[src/rtl/display_bcd_pager.sv]
// Paged seven-segment front end: a round-robin double-dabble engine keeps a
// BCD bank of every field, two fields are shown per page on HEX5..HEX0, with
// hex/decimal select, halt blinking and a stretched trade LED.

// Formats one three-digit half of the display from its bank entry or raw value.
module display_bcd_pager_half (
  input  logic [11:0] bcd,
  input  logic        ovf,
  input  logic [11:0] raw,
  input  logic        dec_mode,
  input  logic        present,
  output logic [20:0] seg        // {hundreds, tens, ones}, active-low
);
  localparam logic [6:0] BLANK = 7'b1111111;
  localparam logic [6:0] DASH  = 7'b0111111;

  function automatic logic [6:0] seg7(input logic [3:0] d);
    case (d)
      4'h0: seg7 = 7'b1000000;
      4'h1: seg7 = 7'b1111001;
      4'h2: seg7 = 7'b0100100;
      4'h3: seg7 = 7'b0110000;
      4'h4: seg7 = 7'b0011001;
      4'h5: seg7 = 7'b0010010;
      4'h6: seg7 = 7'b0000010;
      4'h7: seg7 = 7'b1111000;
      4'h8: seg7 = 7'b0000000;
      4'h9: seg7 = 7'b0010000;
      4'hA: seg7 = 7'b0001000;
      4'hB: seg7 = 7'b0000011;
      4'hC: seg7 = 7'b1000110;
      4'hD: seg7 = 7'b0100001;
      4'hE: seg7 = 7'b0000110;
      default: seg7 = 7'b0001110;
    endcase
  endfunction

  // Missing field blanks; hex shows raw digits; decimal suppresses leading zeros.
  always_comb begin
    seg = {3{BLANK}};
    if (!present) begin
      seg = {3{BLANK}};
    end else if (!dec_mode) begin
      seg = {seg7(raw[11:8]), seg7(raw[7:4]), seg7(raw[3:0])};
    end else if (ovf) begin
      seg = {3{DASH}};
    end else begin
      seg[6:0]   = seg7(bcd[3:0]);
      seg[13:7]  = (bcd[11:4] == 8'd0) ? BLANK : seg7(bcd[7:4]);
      seg[20:14] = (bcd[11:8] == 4'd0) ? BLANK : seg7(bcd[11:8]);
    end
  end
endmodule

module display_bcd_pager #(
  parameter int WIDTH          = 8,
  parameter int NUM_FIELDS     = 4,
  parameter int BLINK_DIV      = 25000000,
  parameter int STRETCH_CYCLES = 12500000
) (
  input  logic                        clk,
  input  logic                        resetn,
  input  logic [NUM_FIELDS*WIDTH-1:0] fields_flat,
  input  logic                        dec_mode,
  input  logic                        page_next,
  input  logic [1:0]                  state,
  input  logic                        halt_flag,
  input  logic                        match_flag,
  input  logic [7:0]                  trade_count,
  output logic [1:0]                  page,
  output logic [6:0]                  HEX0,
  output logic [6:0]                  HEX1,
  output logic [6:0]                  HEX2,
  output logic [6:0]                  HEX3,
  output logic [6:0]                  HEX4,
  output logic [6:0]                  HEX5,
  output logic [9:0]                  LEDR
);
  localparam int NUM_PAGES = (NUM_FIELDS + 1) / 2;
  localparam int IDX_W     = (NUM_FIELDS > 1) ? $clog2(NUM_FIELDS) : 1;
  localparam int BW        = (BLINK_DIV > 1) ? $clog2(BLINK_DIV) : 1;
  localparam int SW        = (STRETCH_CYCLES > 0) ? $clog2(STRETCH_CYCLES + 1) : 1;

  typedef enum logic [1:0] {S_IDLE, S_LOAD, S_SHIFT, S_STORE} cv_state_t;

  cv_state_t                    cs, ns;
  logic [IDX_W-1:0]             idx;
  logic [WIDTH-1:0]             shreg;
  logic [11:0]                  acc, acc_adj;
  logic [3:0]                   cnt;
  logic                         ovf_pend;
  logic [NUM_FIELDS-1:0][11:0]  bank;
  logic [NUM_FIELDS-1:0]        ovf;

  // Fixed 8-entry views so page-derived indices never leave the array.
  logic [7:0][11:0]             bank_pad, raw_pad;
  logic [7:0]                   ovf_pad;

  for (genvar i = 0; i < 8; i++) begin : g_pad
    if (i < NUM_FIELDS) begin : g_on
      assign bank_pad[i] = bank[i];
      assign ovf_pad[i]  = ovf[i];
      assign raw_pad[i]  = 12'(fields_flat[i*WIDTH +: WIDTH]);
    end else begin : g_off
      assign bank_pad[i] = '0;
      assign ovf_pad[i]  = 1'b0;
      assign raw_pad[i]  = '0;
    end
  end

  // Converter state register.
  always_ff @(posedge clk or negedge resetn)
    if (!resetn) cs <= S_IDLE;
    else         cs <= ns;

  // Converter next state: LOAD, WIDTH shifts, STORE, repeat.
  always_comb begin
    ns = cs;
    case (cs)
      S_IDLE:  ns = S_LOAD;
      S_LOAD:  ns = S_SHIFT;
      S_SHIFT: if (cnt == 4'd1) ns = S_STORE;
      S_STORE: ns = S_LOAD;
      default: ns = S_IDLE;
    endcase
  end

  // Add-3 correction on every BCD nibble before the shift.
  always_comb begin
    acc_adj = acc;
    for (int n = 0; n < 3; n++)
      if (acc[n*4 +: 4] >= 4'd5) acc_adj[n*4 +: 4] = acc[n*4 +: 4] + 4'd3;
  end

  // Converter datapath; the bank is only written in STORE, so it never holds a partial result.
  always_ff @(posedge clk or negedge resetn) begin
    if (!resetn) begin
      idx      <= '0;
      shreg    <= '0;
      acc      <= '0;
      cnt      <= '0;
      ovf_pend <= 1'b0;
      bank     <= '0;
      ovf      <= '0;
    end else begin
      case (cs)
        S_LOAD: begin
          shreg    <= raw_pad[idx][WIDTH-1:0];
          acc      <= '0;
          cnt      <= 4'(WIDTH);
          ovf_pend <= (raw_pad[idx] > 12'd999);
        end
        S_SHIFT: begin
          {acc, shreg} <= {acc_adj, shreg} << 1;
          cnt          <= cnt - 4'd1;
        end
        S_STORE: begin
          bank[idx] <= acc;
          ovf[idx]  <= ovf_pend;
          idx       <= (idx == IDX_W'(NUM_FIELDS - 1)) ? '0 : idx + 1'b1;
        end
        default: ;
      endcase
    end
  end

  // Page index advances on a pulse and wraps after the last page.
  always_ff @(posedge clk or negedge resetn)
    if (!resetn) page <= 2'd0;
    else if (page_next && (NUM_PAGES > 1))
      page <= (page == 2'(NUM_PAGES - 1)) ? 2'd0 : page + 2'd1;

  // Half 1 drives HEX5..3 (even field), half 0 drives HEX2..0 (odd field).
  logic [1:0][2:0]  sel;
  logic [1:0][20:0] half_seg;
  assign sel[1] = {page, 1'b0};
  assign sel[0] = {page, 1'b1};

  for (genvar h = 0; h < 2; h++) begin : g_half
    display_bcd_pager_half u_half (
      .bcd      (bank_pad[sel[h]]),
      .ovf      (ovf_pad[sel[h]]),
      .raw      (raw_pad[sel[h]]),
      .dec_mode (dec_mode),
      .present  ({29'd0, sel[h]} < 32'(NUM_FIELDS)),
      .seg      (half_seg[h])
    );
  end

  // Free-running blink divider; phase flips on each wrap.
  logic [BW-1:0] bcnt;
  logic          blink_phase;
  always_ff @(posedge clk or negedge resetn)
    if (!resetn) begin
      bcnt        <= '0;
      blink_phase <= 1'b0;
    end else if (bcnt == BW'(BLINK_DIV - 1)) begin
      bcnt        <= '0;
      blink_phase <= ~blink_phase;
    end else begin
      bcnt <= bcnt + 1'b1;
    end

  // Trade LED stretch: a rising edge (re)loads, otherwise count down to zero.
  logic [SW-1:0] scnt;
  logic          match_d;
  always_ff @(posedge clk or negedge resetn)
    if (!resetn) begin
      scnt    <= '0;
      match_d <= 1'b0;
    end else begin
      match_d <= match_flag;
      if (match_flag && !match_d) scnt <= SW'(STRETCH_CYCLES);
      else if (scnt != '0)        scnt <= scnt - 1'b1;
    end

  // Registered display and status LEDs; halt blanks everything on the odd blink phase.
  logic [8:0] led_q;
  always_ff @(posedge clk or negedge resetn)
    if (!resetn) begin
      {HEX5, HEX4, HEX3, HEX2, HEX1, HEX0} <= {6{7'h7F}};
      led_q <= '0;
    end else begin
      if (halt_flag && blink_phase) {HEX5, HEX4, HEX3, HEX2, HEX1, HEX0} <= {6{7'h7F}};
      else {HEX5, HEX4, HEX3, HEX2, HEX1, HEX0} <= {half_seg[1], half_seg[0]};
      led_q <= {trade_count[5:0], state, halt_flag};
    end

  assign LEDR = {led_q, (scnt != '0)};

  logic unused_trade;
  assign unused_trade = ^trade_count[7:6];
endmodule

[config.mk]
export PLATFORM = sky130hd
export DESIGN_NAME = display_bcd_pager
export DESIGN_NICKNAME = d
export VERILOG_FILES = /design/src/rtl/display_bcd_pager.sv
export SDC_FILE = /design/constraint.sdc
export NUM_CORES = 1
export LEC_CHECK = 0
export CAP_MARGIN = 10
export CELL_PAD_IN_SITES_DETAIL_PLACEMENT = 0
export CELL_PAD_IN_SITES_GLOBAL_PLACEMENT = 1
export CORE_ASPECT_RATIO = 1.25
export CORE_MARGIN = 1.5
export CORE_UTILIZATION = 44
export CTS_BUF_LIST = sky130_fd_sc_hd__clkbuf_8
export CTS_CLUSTER_DIAMETER = 100
export CTS_CLUSTER_SIZE = 30
export DETAILED_ROUTE_END_ITERATION = 6
export HOLD_SLACK_MARGIN = 0.06
export PLACE_DENSITY_LB_ADDON = 0.1
export SYNTH_ARGS = -nofsm -noshare
export SYNTH_HDL_FRONTEND = slang
export SYNTH_SLANG_ARGS = --single-unit
[constraint.sdc]
create_clock -name clk -period 3.8 [get_ports clk]
set_input_delay 0.76 -clock clk [delete_from_list [all_inputs] [get_ports clk]]
set_output_delay 0.76 -clock clk [all_outputs]
set_load 0.05 [all_outputs]
==> results.json <==
{
  "synth-compound-area-share_pct": 13.8,
  "gp_congestion": 0.820,
  "seqPwrFrac_pct": 32.5,
  "arrival_ps": 2630,
  "clock_skew_ps": 13.0,
  "start_util_pct": 44.9,
  "leakage_uw": 0.00567,
  "finalSetupViolCount": 0,
  "synth_seq_cells": 184,
  "mappedNetlistNets": 1262,
  "slew_violations": 0,
  "cp_cell_sequence": "or4_4 > nor4_4 > nand2_4 > clkdlybuf4s50_1",
  "cts_hold_buffers": 0,
  "synth-xor-area-share_pct": 3.55,
  "synth_top_family_by_area": "simple AND/OR/NAND/NOR gates",
  "postCtsSetupBuffers": 0,
  "fin_tns_setup_ps": 0,
  "io_buffer_count": 99,
  "worstSkewPairLatency_ps": 480,
  "overflow": 0,
  "die_h_um": 183,
  "dieArea_mm2": 0.0268,
  "viasPerCell": 5.42,
  "drtIter0Drc": 409,
  "synthFlopType": "dfrtp_1",
  "numCtsBuffers": 17,
  "dp_cells": 1535,
  "core-area_mm2": 0.0253,
  "internal_power_uw": 4960,
  "maxCapViolations": 0,
  "wl_met3_um": 837,
  "areaGrowthSynthToFinish_pct": 14.7,
  "cts-resized-gates": 0,
  "critical_path_buf_inv_count": 1,
  "placed_area_mm2": 0.0126,
  "hold_ws_ps": 242,
  "highest_layer": "met4",
  "hold_path_class": "input pin to async pin",
  "finalCritPeriodShare_pct": 89.1,
  "cts_max_level": 4,
  "synth_mux_area_share_pct": 12.0,
  "post_drt_wl_per_cell_um": 16.8,
  "synth_edf_count": 0,
  "timing.critical_path.fanout_max": 9,
  "crit_path_max_incr_delay_ps": 730,
  "grt_start_max_net_pins": 83,
  "maxSlewHeadroom_pct": 17.2,
  "syn_inst": 1136,
  "grt_pass1_vias": 8195,
  "clockBufferDepth": 2,
  "rsz0062_at_grt": "no",
  "grt_pass1_wl_um": 43200,
  "ys_types": 81,
  "antenna_found_initial": 0,
  "design_area_mm2": 0.0130,
  "slowest_stage": "clkdlybuf4s50_1",
  "clk_pin_slew_ps": 100,
  "path_class": "register to output port",
  "layout-drive-gt1-share_pct": 15.2,
  "power.share.clock_pct": 15.0,
  "grt.total_usage_pct": 20.4,
  "startpoint_type": "register",
  "cp.required_ps": 3040,
  "async_reset_ff_share_pct": 100,
  "synth_seq_area_share_pct": 41.0,
  "clock_sinks": 184,
  "switching_share_pct": 44.3,
  "hold_viol_final": 0,
  "synthAdderAreaFrac_pct": 8.60,
  "die_w_um": 147,
  "yosys.area_share.simple_pct": 16.4,
  "fin_cells": 1567,
  "yosys_warnings": 0,
  "drt-met1-wl_um": 12500,
  "root_buffer": "clkbuf_8",
  "avgSynthCellArea_um2": 9.99,
  "nets": 1345,
  "dpl.hpwl_um": 19300,
  "critPathTopFamily": "simple AND/OR/NAND/NOR gates",
  "netSwitchingPower_uw": 3950,
  "dr.pass1.iters": 5,
  "cts_tree": "done",
  "worst_slew_pin_slew_ps": 1230,
  "drc": 0,
  "met2WireLength_um": 12600,
  "outcome": "finished clean",
  "ir_worst_vdd_mv": 0.296,
  "wirelength_um": 26300,
  "num_rows": 65,
  "powerDensity_mw_per_mm2": 684,
  "vias": 8496,
  "comb_power_share_pct": 52.4,
  "antennaDiodeCount": 0,
  "cp-end-kind": "output port",
  "finalCriticalPeriod_ps": 3390,
  "fmax_ghz": 0.295,
  "postRouteAntennaNets": 0,
  "synth_area_mm2": 0.0114,
  "boundaryPins": 102
}
==> cells by family after synthesis <==
| group | count (synthesis) |
|---|---|
| simple gates | 370 |
| mux | 109 |
| xor+xnor | 46 |
| compound gates | 240 |
| buf+inv | 109 |
| fa+ha+maj | 78 |
| flops | 184 |
==> metrics by stage <==
stage               total power [µW]  util [%]  setup slack (ps)
CTS                             8980      51.5               350
finish                          8910      51.5               413
global placement                7580      49.9               768
global route                    9570      51.5               274
floorplan                       6440         -               917
detailed placement              7600      49.9               774
==> synth_stat cells, types with 6 or more instances <==
library cell  count  share of area, %
mux4_2           15               3.0
o211ai_1          6              0.40
clkbuf_1         28              0.93
inv_1            50               1.7
a311oi_1          6              0.46
nor4_1            8              0.44
nor2b_1           6              0.33
nand4_1           7              0.39
o22a_1            7              0.54
nand2b_1         11              0.61
o31ai_1           9              0.60
a21o_1            8              0.53
a211oi_1         14              0.93
or2_2            13              0.72
dfstp_2          42               9.7
mux2_2           30               3.0
o21ai_0          63               2.8
mux2i_1          60               5.3
nand2_1         108               3.6
nor2_1           97               3.2
o221ai_1         13               1.0
a21oi_1          55               2.4
nor2_2            6              0.33
and2_1            7              0.39
a31oi_1          18              0.99
nor3_1           32               1.4
xnor2_1          35               2.7
xor2_1           11              0.85
and3_1            6              0.33
dfrtp_1         142                31
buf_2            16              0.71
nand3_1          27               1.2
ha_1             78               8.6
==> flip-flops by register name (all words and copies together), names as in the netlist <==
signal,flops
HEX4,7
ovf,4
bank,48
HEX2,7
blink_phase,1
page,2
acc,12
cs,2
HEX0,7
shreg,8
led_q,9
match_d,1
HEX1,7
idx,2
HEX5,7
cnt,4
bcnt,25
HEX3,7
scnt,24
==> cells in the final DEF, fill, tap and decap left out, types with 11 or more instances in the layout <==
cell type,n
buf_4,23
nor3_1,32
inv_1,50
nand2_1,108
a31oi_1,18
mux2_2,30
nand2b_1,11
o221ai_1,13
o21ai_0,63
xor2_1,11
a211oi_1,14
clkdlybuf4s50_1,98
dfstp_2,42
xnor2_1,35
clkbuf_8,18
a21oi_1,55
dfrtp_1,140
or2_2,13
mux4_2,15
ha_1,78
nand3_1,27
nor2_1,97
mux2i_1,60
==> power by group through the flow <==
stage	combinational, µW	sequential, µW	clock, µW
5_1_grt	5130	2960	1480
4_1_cts	4680	2910	1400
6_report	4670	2900	1340
3_3_place_gp	4650	2930	0
2_1_floorplan	2840	3600	0
3_5_place_dp	4660	2950	0
==> routing by layer <==
layer  track usage (%)  vias up
met5                 0        -
met4              6.10        0
met3              3.05       26
met2              33.3      144
met1              27.9     4119
li1                  -     4207
==> layout make-up <==
type | count | area, µm²
fillers | 2355 | 12300
multi-input cells | 843 | 6180
flip-flops and latches | 184 | 4660
repair buffers | 123 | 1190
well taps | 335 | 419
clock buffers | 17 | 234
inverters | 50 | 188
clock inverters | 15 | 156
==> worst reg2reg max path, cell delays in order, from the launching register on <==
cell and delay [ps]:
dfrtp_2 870, buf_4 380, mux2i_1 160, nor2_1 360
inv_1 150, ha_1 240, mux4_2 490, o32a_1 200
==> path summary, 6_finish.rpt <==
path                            cells past startpoint       end     start  slack (ps)
worst max-delay path                                4   LEDR[0]  scnt[21]         410
worst min-delay path                                1  scnt[23]    resetn         240
worst max register to register                      7   HEX4[3]   page[0]         890
worst min register to register                      1   bcnt[0]   bcnt[0]         460
max in group asynchronous                           2   HEX1[6]    resetn        2660
min in group clk                                    1   bcnt[0]   bcnt[0]         460
Power figures use the tool's default switching activity.
